==> src/rtl/mul_div_unit_div_pkg.sv <==
// Shared constants and types for the EX-stage divider.
package mul_div_unit_div_pkg;

    // Operand/result width the divider is built and verified for.
    localparam int DIV_WIDTH = 32;

    // MIPS funct codes; these must stay in step with the ALU control decode.
    localparam logic [5:0] FUNCT_DIV  = 6'b011010;
    localparam logic [5:0] FUNCT_DIVU = 6'b011011;

    // Divider sequencer states.
    typedef enum logic [1:0] {
        ST_IDLE = 2'd0,
        ST_CALC = 2'd1,
        ST_FIX  = 2'd2,
        ST_DONE = 2'd3
    } div_state_t;

    // True for the two funct codes that start a division.
    function automatic logic is_div_funct(input logic [5:0] funct);
        return (funct == FUNCT_DIV) || (funct == FUNCT_DIVU);
    endfunction

endpackage

==> src/rtl/mul_div_unit_div_step.sv <==
// One combinational restoring-division step: shift in the next dividend
// bit, trial-subtract the divisor and keep the difference when it fits.
module mul_div_unit_div_step #(
    parameter int WIDTH = 32
) (
    input  logic [WIDTH-1:0] rem,
    input  logic [WIDTH-1:0] divisor,
    input  logic             dvd_bit,
    output logic [WIDTH-1:0] rem_next,
    output logic             q_bit
);

    logic [WIDTH:0] shifted;
    logic [WIDTH:0] diff;

    // The running remainder is always below the divisor, so the shifted
    // value is below twice the divisor and the borrow out of the 33-bit
    // subtract is exactly the "shifted < divisor" compare.
    always_comb begin
        shifted  = {rem, dvd_bit};
        diff     = shifted - {1'b0, divisor};
        q_bit    = ~diff[WIDTH];
        rem_next = q_bit ? diff[WIDTH-1:0] : shifted[WIDTH-1:0];
    end

endmodule

==> src/rtl/mul_div_unit_div.sv <==
// Multi-cycle 32-bit DIV/DIVU unit: one quotient bit per clock, quotient
// to LO, remainder to HI, with a final sign-fix cycle for signed divides.
module mul_div_unit_div
    import mul_div_unit_div_pkg::*;
#(
    parameter int WIDTH = DIV_WIDTH,
    parameter int CNT_W = 6
) (
    input  logic             clk,
    input  logic             rst_n,
    input  logic [5:0]       Signal,
    input  logic             start,
    input  logic [WIDTH-1:0] DataA,
    input  logic [WIDTH-1:0] DataB,
    output logic             busy,
    output logic             done,
    output logic [WIDTH-1:0] HI,
    output logic [WIDTH-1:0] LO
);

    div_state_t       state;
    logic [CNT_W-1:0] cnt;
    logic [WIDTH-1:0] dvd;        // dividend shifts out the top, quotient shifts in the bottom
    logic [WIDTH-1:0] divisor;
    logic [WIDTH-1:0] rem;
    logic             qneg;
    logic             rneg;
    logic [WIDTH-1:0] hi_reg;
    logic [WIDTH-1:0] lo_reg;
    logic             busy_reg;
    logic             done_reg;

    logic             accept;
    logic             is_signed;
    logic             a_neg;
    logic             b_neg;
    logic [WIDTH-1:0] a_mag;
    logic [WIDTH-1:0] b_mag;
    logic [WIDTH-1:0] rem_next;
    logic             q_bit;

    // Accept decode and operand magnitudes; 0x80000000 negates to itself,
    // which is the correct unsigned magnitude.
    always_comb begin
        accept    = start && is_div_funct(Signal) &&
                    ((state == ST_IDLE) || (state == ST_DONE));
        is_signed = (Signal == FUNCT_DIV);
        a_neg     = is_signed && DataA[WIDTH-1];
        b_neg     = is_signed && DataB[WIDTH-1];
        a_mag     = a_neg ? (~DataA + 1'b1) : DataA;
        b_mag     = b_neg ? (~DataB + 1'b1) : DataB;
    end

    mul_div_unit_div_step #(
        .WIDTH (WIDTH)
    ) u_step (
        .rem      (rem),
        .divisor  (divisor),
        .dvd_bit  (dvd[WIDTH-1]),
        .rem_next (rem_next),
        .q_bit    (q_bit)
    );

    // Sequencer, datapath registers and HI/LO result registers.
    always_ff @(posedge clk or negedge rst_n) begin
        if (!rst_n) begin
            state    <= ST_IDLE;
            cnt      <= '0;
            dvd      <= '0;
            divisor  <= '0;
            rem      <= '0;
            qneg     <= 1'b0;
            rneg     <= 1'b0;
            hi_reg   <= '0;
            lo_reg   <= '0;
            busy_reg <= 1'b0;
            done_reg <= 1'b0;
        end else begin
            case (state)
                ST_IDLE, ST_DONE: begin
                    state    <= ST_IDLE;
                    busy_reg <= 1'b0;
                    done_reg <= 1'b0;
                    if (accept) begin
                        if (DataB == '0) begin
                            // Divide by zero bypasses the iteration entirely.
                            state    <= ST_DONE;
                            done_reg <= 1'b1;
                            lo_reg   <= '1;
                            hi_reg   <= DataA;
                        end else begin
                            state    <= ST_CALC;
                            busy_reg <= 1'b1;
                            dvd      <= a_mag;
                            divisor  <= b_mag;
                            rem      <= '0;
                            cnt      <= '0;
                            qneg     <= a_neg ^ b_neg;
                            rneg     <= a_neg;
                        end
                    end
                end
                ST_CALC: begin
                    rem <= rem_next;
                    dvd <= {dvd[WIDTH-2:0], q_bit};
                    cnt <= cnt + CNT_W'(1);
                    if (cnt == CNT_W'(WIDTH - 1)) begin
                        state <= ST_FIX;
                    end
                end
                ST_FIX: begin
                    lo_reg   <= qneg ? (~dvd + 1'b1) : dvd;
                    hi_reg   <= rneg ? (~rem + 1'b1) : rem;
                    state    <= ST_DONE;
                    busy_reg <= 1'b0;
                    done_reg <= 1'b1;
                end
                default: begin
                    state    <= ST_IDLE;
                    busy_reg <= 1'b0;
                    done_reg <= 1'b0;
                end
            endcase
        end
    end

    assign busy = busy_reg;
    assign done = done_reg;
    assign HI   = hi_reg;
    assign LO   = lo_reg;

endmodule

==> config.mk <==
export PLATFORM = sky130hd
export DESIGN_NAME = mul_div_unit_div
export DESIGN_NICKNAME = d
export VERILOG_FILES = /design/src/rtl/mul_div_unit_div_pkg.sv /design/src/rtl/mul_div_unit_div_step.sv /design/src/rtl/mul_div_unit_div.sv
export SDC_FILE = /design/constraint.sdc
export NUM_CORES = 1
export LEC_CHECK = 0
export ABC_AREA = 1
export CELL_PAD_IN_SITES_DETAIL_PLACEMENT = 0
export CELL_PAD_IN_SITES_GLOBAL_PLACEMENT = 2
export CORE_MARGIN = 3
export CORE_UTILIZATION = 34
export DETAILED_ROUTE_END_ITERATION = 10
export PLACE_DENSITY = 0.92
export SLEW_MARGIN = 20
export SYNTH_ARGS = -nofsm -noshare
export SYNTH_HDL_FRONTEND = slang
export SYNTH_HIERARCHICAL = 1
export SYNTH_SLANG_ARGS = --single-unit
==> constraint.sdc <==
create_clock -name clk -period 5.2 [get_ports clk]
set_input_delay 1.56 -clock clk [delete_from_list [all_inputs] [get_ports clk]]
set_output_delay 1.56 -clock clk [all_outputs]
set_load 0.01 [all_outputs]
# Word-level counts from Yosys, hierarchy flattened
# Index checks and enable logic that the tools add are counted.
word_totals:
  regBits: 172
  inputBits: 73
  out_inout_bits: 66
  elab_cells: 78
classes:
  addsub: 6
  eq_ne: 10
  n_mux: 30
  n_bitwise: 7
  reduce_logical: 14
ops:
  columns: ["cell", "count"]
  rows:
  - ["32-bit two-way mux", 13]
  - ["32-bit one-hot mux with 2 select lines", 4]
  - ["32-bit by 1-bit adder with 32-bit output, second input constant", 4]
  - ["32-bit NOT", 4]
  - ["33-bit by 32-bit subtractor with 33-bit output", 1]
  - ["32-bit zero test", 1]
  - ["6-bit by 5-bit == test with 1-bit output, second input constant", 3]
  - ["6-bit two-way mux", 2]
  - ["6-bit one-hot mux with 2 select lines", 1]
  - ["3-bit AND reduction", 3]
  - ["2-bit inequality test, second input constant", 4]
  - ["6-bit by 1-bit adder with 6-bit output, second input constant", 1]
  - ["2-bit two-way mux", 3]
  - ["2-bit one-hot mux with 3 select lines", 1]
  - ["2-bit == test, second input constant", 2]
  - ["1-bit logical AND", 4]
  - ["1-bit two-way mux", 4]
  - ["1-bit one-hot mux with 2 select lines", 2]
  - ["2-bit nonzero test", 2]
  - ["2-bit by 1-bit == test with 1-bit output, second input constant", 1]
  - ["2-bit zero test", 1]
  - ["1-bit logical OR", 2]
  - ["1-bit NOT", 2]
  - ["2-bit OR reduction", 1]
  - ["1-bit bitwise XOR", 1]

# Depth between registers and ports, before layout
# Gate-level depths: netlist of run 1.
depth:
  ltp_word: 6
  mapped_depth: 19
  ltp_nobuf: 18

# Hierarchy
# The synthesis of run 1 kept the hierarchy.
modules_own_cells:
  columns: ["module", "instances", "cells_per_inst", "area_each_um2", "seq_area_each_um2"]
  rows:
  - ["mul_div_unit_div", 1, 1734, 11358.4, 4304.1]
  - ["mul_div_unit_div_step", 1, 680, 3150.5, 0.0]

# Worst setup path before layout of run 1
# OpenSTA, ideal clock, no wires.
synth_timing:
  kind: "input to register"
  startpoint: "input port DataB[0]"
  endpoint: "register lo_reg[1] (netlist: LO[1])"
  setup_time_ns: 0.122
  arrival_time_ns: 2.862
  required_ns: 5.078
  path_slack_ns: 2.215
  stages: 13
  n_path_buf: 2
  cell_sequence: "inv_1 -> ha_1 -> nand2_2 -> nor2_4 -> nand2_4 -> nor2_8 -> nand2_2 -> nand2_4 -> nand2_4 -> buf_6 -> buf_6 -> nand2_1 -> o21ai_1"
synth_between:
  elab_chain_len: 3
synth_rtl:
  columns: ["element", "line", "rtl"]
  rows:
  - ["start, declared", "mul_div_unit_div.sv:14", "input logic [WIDTH-1:0] DataB,"]
  - ["32-bit zero test", "mul_div_unit_div.sv:85", "if (DataB == '0) begin"]
  - ["2-bit inequality test (no source line)", null, null]
  - ["3-bit AND reduction (no source line)", null, null]
  - ["end signal, assigned", "mul_div_unit_div.sv:112", "lo_reg <= qneg ? (~dvd + 1'b1) : dvd;"]
  - ["end, declared", "mul_div_unit_div.sv:29", "logic [WIDTH-1:0] lo_reg;"]
# Every way passes these cells.
# A chain may end at the register's enable or synchronous reset.

# Final worst setup path of run 1
layout_timing:
  startpoint: "input port DataB[1]"
  endpoint: "register hi_reg[29] (netlist: HI[29])"
layout_between:
  elab_chain_len: 3
layout_rtl:
  columns: ["element", "line", "rtl"]
  rows:
  - ["32-bit zero test", "mul_div_unit_div.sv:85", null]
  - ["2-bit inequality test (no source line)", null, null]
  - ["3-bit AND reduction (no source line)", null, null]
  - ["end signal, assigned", "mul_div_unit_div.sv:90", "hi_reg <= DataA;"]
  - ["end signal, assigned", "mul_div_unit_div.sv:113", "hi_reg <= rneg ? (~rem + 1'b1) : rem;"]
  - ["end, declared", "mul_div_unit_div.sv:28", "logic [WIDTH-1:0] hi_reg;"]
# Every way passes these cells.

==> reports/results.tsv, run 1 <==
stage	metric	value	unit
clock_network	numCtsBuffers	17	
sta	tns	0	ns
detailed_routing	antenna_left	0	
sta	max_freq	274	MHz
clock_network	holdBufCountCts	0	
sta	setup_viol	0	
die	die_w	213	um
logic_synthesis	avgSynthCellArea	6.01	um2
clock_network	clkTransAtPathRegs	0.06	ns
logic_synthesis	synthesis.area	14500	um2
die	die_area	45200	um2
critical_path	cp_common_cell	nand2_4	
logic_synthesis	async_flop_share	100	%
critical_path	r2r_slack	2.44	ns
critical_path	criticalPathCategory	in -> reg	
critical_path	path_max_fanout	26	
place	io_buffer_count	138	
sta	post-route-period-util	70.2	%
finish	area_delta_synth_final	15.9	%
clock_network	postCtsSetupRepairBufs	0	
sta	slew-limit-headroom	29.8	%
clock_network	clockBufferDepth	2	
logic_synthesis	synth_warnings	6	
logic_synthesis	ys_ff_latch	172	
sta	finalHoldViolCount	0	
die	ios	139	
finish	fin_util	40.0	%
logic_synthesis	yosys-top-cells-area	dfrtp_1 (30%), nand2_1 (24%), nand3_1 (9.2%), inv_1 (7.8%), nor2_1 (6.0%)	
power	ir_worst_vdd	0.264	mV
critical_path	slowest_delay	0.45	ns
finish	antennaDiodeCount	0	
status	status	finished clean	
global_route	grt_max_degree	116	
logic_synthesis	ys_seq_area_share	29.7	%
power	power.leakage	8.92	nW
detailed_routing	num_vias	15264	
clock_network	clkLatencyLatePin	0.45	ns
detailed_routing	drt_pass1_iterations	5	
critical_path	cp.arrival	4.04	ns
detailed_routing	drt-total-wl	52.3	mm
critical_path	crit_path_top_delay_cell	clkdlybuf4s50_1	
power	p_per_area	477	nW/um2
sta	period_minus_slack	3.65	ns
sta	rsz0062_at_grt	no	
clock_network	cts.sinks	172	
die	core_region_area	42000	um2
detailed_routing	drtIter0Drc	1249	
logic_synthesis	synth_commonest_cells	nand2_1 (943), inv_1 (301), nand3_1 (266)	
finish	nets	2623	
logic_synthesis	syn_nets	2528	
clock_network	htreeDepth	4	
detailed_routing	drc	0	
place	globalplace.congestion	0.920	
die	dieHeight	213	um
job	maxCapViolations	0	
logic_synthesis	synth_most_common_cell	nand2_1	
logic_synthesis	ys_types	43	
sta	drv_slew	0	
sta	finalClockSkew	0.00935	ns
die	placementRows	75	
global_route	grt_pass1_wl	81.6	mm
sta	worst_slew_pin_slew	1.05	ns
critical_path	cp_cell_sequence	clkdlybuf4s50_1, inv_1, ha_1, nand2_2, nor2_4, nand2_4, nor2_8, nand2_2, nand2_4, nand2_4, inv_2, buf_4, nand3_1, nand2_1	
logic_synthesis	syn_inst	2414	
detailed_routing	viasPerCell	4.99	
critical_path	critPathCaptureType	flop	
global_route	grt_remaining_overflow	0	
global_route	grt_util_all_layers	23.4	%
logic_synthesis	synth_ff_type	dfrtp_1	
clock_network	ctsRootBufferMaster	clkbuf_16	
place	hpwl	42.2	mm
logic_synthesis	synth_edf_count	0	
critical_path	critPathLaunchType	primary input	
logic_synthesis	yosysTopAreaCell	dfrtp_1	
clock_network	tritoncts	done	
finish	drive_above_1_share	3.93	%
logic_synthesis	synth.top_cell.area_share	29.7	%
global_route	antenna_found_initial	0	
min_path	worst_hold_path_type	reg -> reg	
global_route	grt_pass1_vias	14229	
detailed_routing	wire_per_inst	17.1	um
critical_path	critPathRequiredTime	5.59	ns
clock_network	cts_resized	0	
die	initial_core_util	34.5	%
## per-stage QoR
step | setup WS (ns) | instance area, um2 | hold WS (ns) | total power, W | instances
floorplan | 2.22 | 14500 | 0.449 | 0.00508 | 2414
global placement | 1.16 | 16200 | 0.465 | 0.00667 | 3029
detailed placement | 1.09 | 16200 | 0.469 | 0.00670 | 3029
CTS | 1.57 | 16800 | 0.485 | 0.00805 | 3058
global route | 1.37 | 16800 | 0.503 | 0.00874 | 3058
finish | 1.55 | 16800 | 0.478 | 0.00802 | 3058
## layout by cell type (no fill, tap or decap), types with 15 or more instances in the layout
cell,instances
ha_1,38
o21ai_1,50
inv_1,301
a21oi_1,51
nand4_1,32
xor2_1,42
nor3_1,15
clkdlybuf4s50_1,137
dfrtp_1,172
clkbuf_16,17
nand3_1,266
o21ai_0,90
nand2_1,943
nor2_1,231
## final timing paths
path,cells past startpoint,endpoint,startpoint
worst max-delay path,14,HI[29],DataB[1]
worst min-delay path,2,HI[18],HI[18]
worst max register to register,9,HI[16],rneg
worst min register to register,2,HI[18],HI[18]
max in group asynchronous,2,divisor[19],rst_n
min in group asynchronous,1,LO[0],rst_n
## logic make-up (layout without fill, tap and decap cells)
family	Yosys count	after routing	synth area share, %
flops	172	172	29.7
xor+xnor	47	47	2.84
simple gates	1549	1549	44.6
compound gates	219	219	8.15
fa+ha+maj	41	41	3.59
buf+inv	386	491	11.1
## layer usage
layer	up-vias	wire, um	track usage [%]
met3	38	2720	2.60
li1	7759	-	-
met5	-	0	0
met4	0	724	5.28
met1	7060	25700	35.0
met2	407	23100	36.1
## final cells by class
type | count | area [um2]
Fill cell | 4659 | 25200
Clock buffer | 23 | 458
Clock inverter | 6 | 114
Multi-Input combinational cell | 1856 | 8600
Timing Repair Buffer | 153 | 1510
Sequential cell | 172 | 4300
Inverter | 309 | 1160
Tap cell | 539 | 674
## worst max-delay path: cells and delay by family
family | cells | cell delay (ns)
adders and majority gates | 1 | 0.19
buffers and inverters | 4 | 1.24
and+or+nand+nor | 9 | 1.01
## report_power, final
part	leakage, nW	internal [W]	switching [W]
registers	2.21	0.00181	0.000404
clock network	0.270	0.000762	0.000549
logic	6.44	0.00155	0.00294
Power figures use the tool's default switching activity.
==> inputs of run 2 (changes only) <==
Settings changed: CORE_UTILIZATION 34 to 31, PLACE_DENSITY 0.92 to 0.85.
Clock period 5.2 ns to 3.75 ns, I/O delays scaled along.
==> reports/results.tsv, run 2 (same netlist as run 1, synthesis figures left out) <==
stage	metric	value	unit
status	status	finished clean	
die	core_region_area	45800	um2
sta	setup_viol	0	
finish	area_delta_synth_final	17.1	%
power	ir_worst_vdd	0.399	mV
sta	post-route-period-util	75.2	%
critical_path	critPathCaptureType	flop	
global_route	grt_pass1_vias	14640	
die	initial_core_util	31.7	%
min_path	worst_hold_path_type	reg -> reg	
min_path	whs_endpoint	LO[21]	
critical_path	slowest_delay	0.50	ns
finish	stdcell_count	3132	
critical_path	critPathLaunchType	primary input	
critical_path	criticalPathCategory	in -> reg	
critical_path	rr_worst_depth	18	
job	maxCapViolations	0	
global_route	grt_util_all_layers	21.8	%
min_path	hold_depth	2	
clock_network	clkTransAtPathRegs	0.07	ns
finish	area.sequential	4300	um2
min_path	min_from	LO[21]	
detailed_routing	wire_per_inst	17.1	um
clock_network	ctsRootBufferMaster	clkbuf_16	
critical_path	path_max_fanout	47	
detailed_routing	num_vias	15246	
power	power.leakage	8.98	nW
clock_network	tritoncts	done	
die	ios	139	
detailed_routing	drt_pass1_iterations	6	
critical_path	r2r_slack	0.99	ns
finish	fillers	5057	
global_route	grt_remaining_overflow	0	
clock_network	clockBufferDepth	2	
power	p_per_area	654	nW/um2
critical_path	cp_cell_sequence	clkdlybuf4s50_1, inv_1, ha_1, nand2_2, nor2_4, nand2_4, nor2_8, nand2_2, nand2_4, nand2_4, buf_4, nor2_1, nand2_1, nand2_1	
sta	max_freq	355	MHz
critical_path	crit_path_top_delay_cell	clkdlybuf4s50_1	
critical_path	r2r_start	dvd[31]	
detailed_routing	drc	0	
power	finalPower	0.0111	W
sta	slew-limit-headroom	47.7	%
die	dieHeight	222	um
clock_network	numCtsBuffers	17	
detailed_routing	drt-total-wl	53.5	mm
global_route	grt_pass1_wl	84.3	mm
die	die_w	222	um
clock_network	cts.sinks	172	
die	die_area	49400	um2
sta	drv_slew	0	
detailed_routing	antenna_left	0	
sta	rsz0062_at_grt	no	
place	hpwl	42.9	mm
sta	period_minus_slack	2.82	ns
global_route	grt_max_degree	71	
critical_path	reg2reg_to	rem[14]	
sta	finalClockSkew	0.0109	ns
critical_path	critPathRequiredTime	4.13	ns
place	placedInstanceArea	16400	um2
sta	tns	0	ns
place	io_buffer_count	138	
finish	mostFrequentLayoutCells	nand2_1 (943), inv_1 (301), nand3_1 (266), nor2_1 (231), dfrtp_1 (172)	
place	globalplace.congestion	0.901	
clock_network	postCtsSetupRepairBufs	0	
clock_network	cts_resized	0	
finish	drive_above_1_share	4.51	%
finish	multi_input_area	8600	um2
critical_path	cp.arrival	3.20	ns
sta	worst_slew_pin_slew	0.784	ns
finish	final_area	17000	um2
detailed_routing	viasPerCell	4.87	
die	placementRows	78	
finish	final_common_cell	nand2_1	
detailed_routing	drtIter0Drc	1275	
sta	finalHoldViolCount	0	
clock_network	clkLatencyLatePin	0.48	ns
global_route	antenna_found_initial	2	
clock_network	holdBufCountCts	0	
critical_path	cp_common_cell	nand2_4	
place	dp_cells	3098	
finish	nets	2631	
clock_network	htreeDepth	4	
-- run 2: how the worst max path moves through the flow --
stage	from	end	slack, ns	depth (start not counted)
finish	DataB[1]	HI[21]	0.93	14
global route	dvd[31]	rem[13]	0.71	18
CTS	DataB[1]	HI[21]	0.95	14
detailed placement	DataB[1]	HI[21]	0.41	14
global placement	DataB[0]	HI[21]	0.45	14
floorplan	DataB[0]	LO[1]	1.20	13
-- run 2: metal layers --
metal,vias to the layer above,wire length (um),track usage [%],part of all wire [%]
li1,7793,-,-,-
met3,34,3120,4.21,5.8
met5,-,0,0,0
met2,370,23800,34.3,45
met1,7049,25800,30.8,48
met4,0,798,5.17,1.5
-- run 2: power breakdown --
part           switching (W)  internal, W  total [W]
registers           0.000573      0.00251    0.00309
clock network       0.000834     0.000952    0.00179
logic                0.00406      0.00218    0.00624
total                0.00547      0.00565     0.0111
-- run 2: area by class of cell --
cell class / count / share of cell area [%]
inverters: 309 / 6.82
repair buffers: 161 / 9.44
multi-input cells: 1856 / 50.6
diodes: 2 / 0.0294
well taps: 600 / 4.42
clock buffers: 20 / 2.69
clock inverters: 12 / 0.648
flip-flops and latches: 172 / 25.3
-- run 2: per-stage QoR --
stage	setup WS (ns)	util, %	hold WS, ns
3_3_place_gp	0.448	35.9	0.465
3_5_place_dp	0.413	35.9	0.468
4_1_cts	0.949	37.1	0.486
6_report	0.930	37.1	0.482
2_1_floorplan	1.20	-	0.449
5_1_grt	0.713	37.1	0.505
-- run 2: worst max-delay path: cells and delay by family --
kind | cells | cell delay (ns)
fa+ha+maj | 1 | 0.20
buf+inv | 3 | 0.98
simple gates | 10 | 0.84
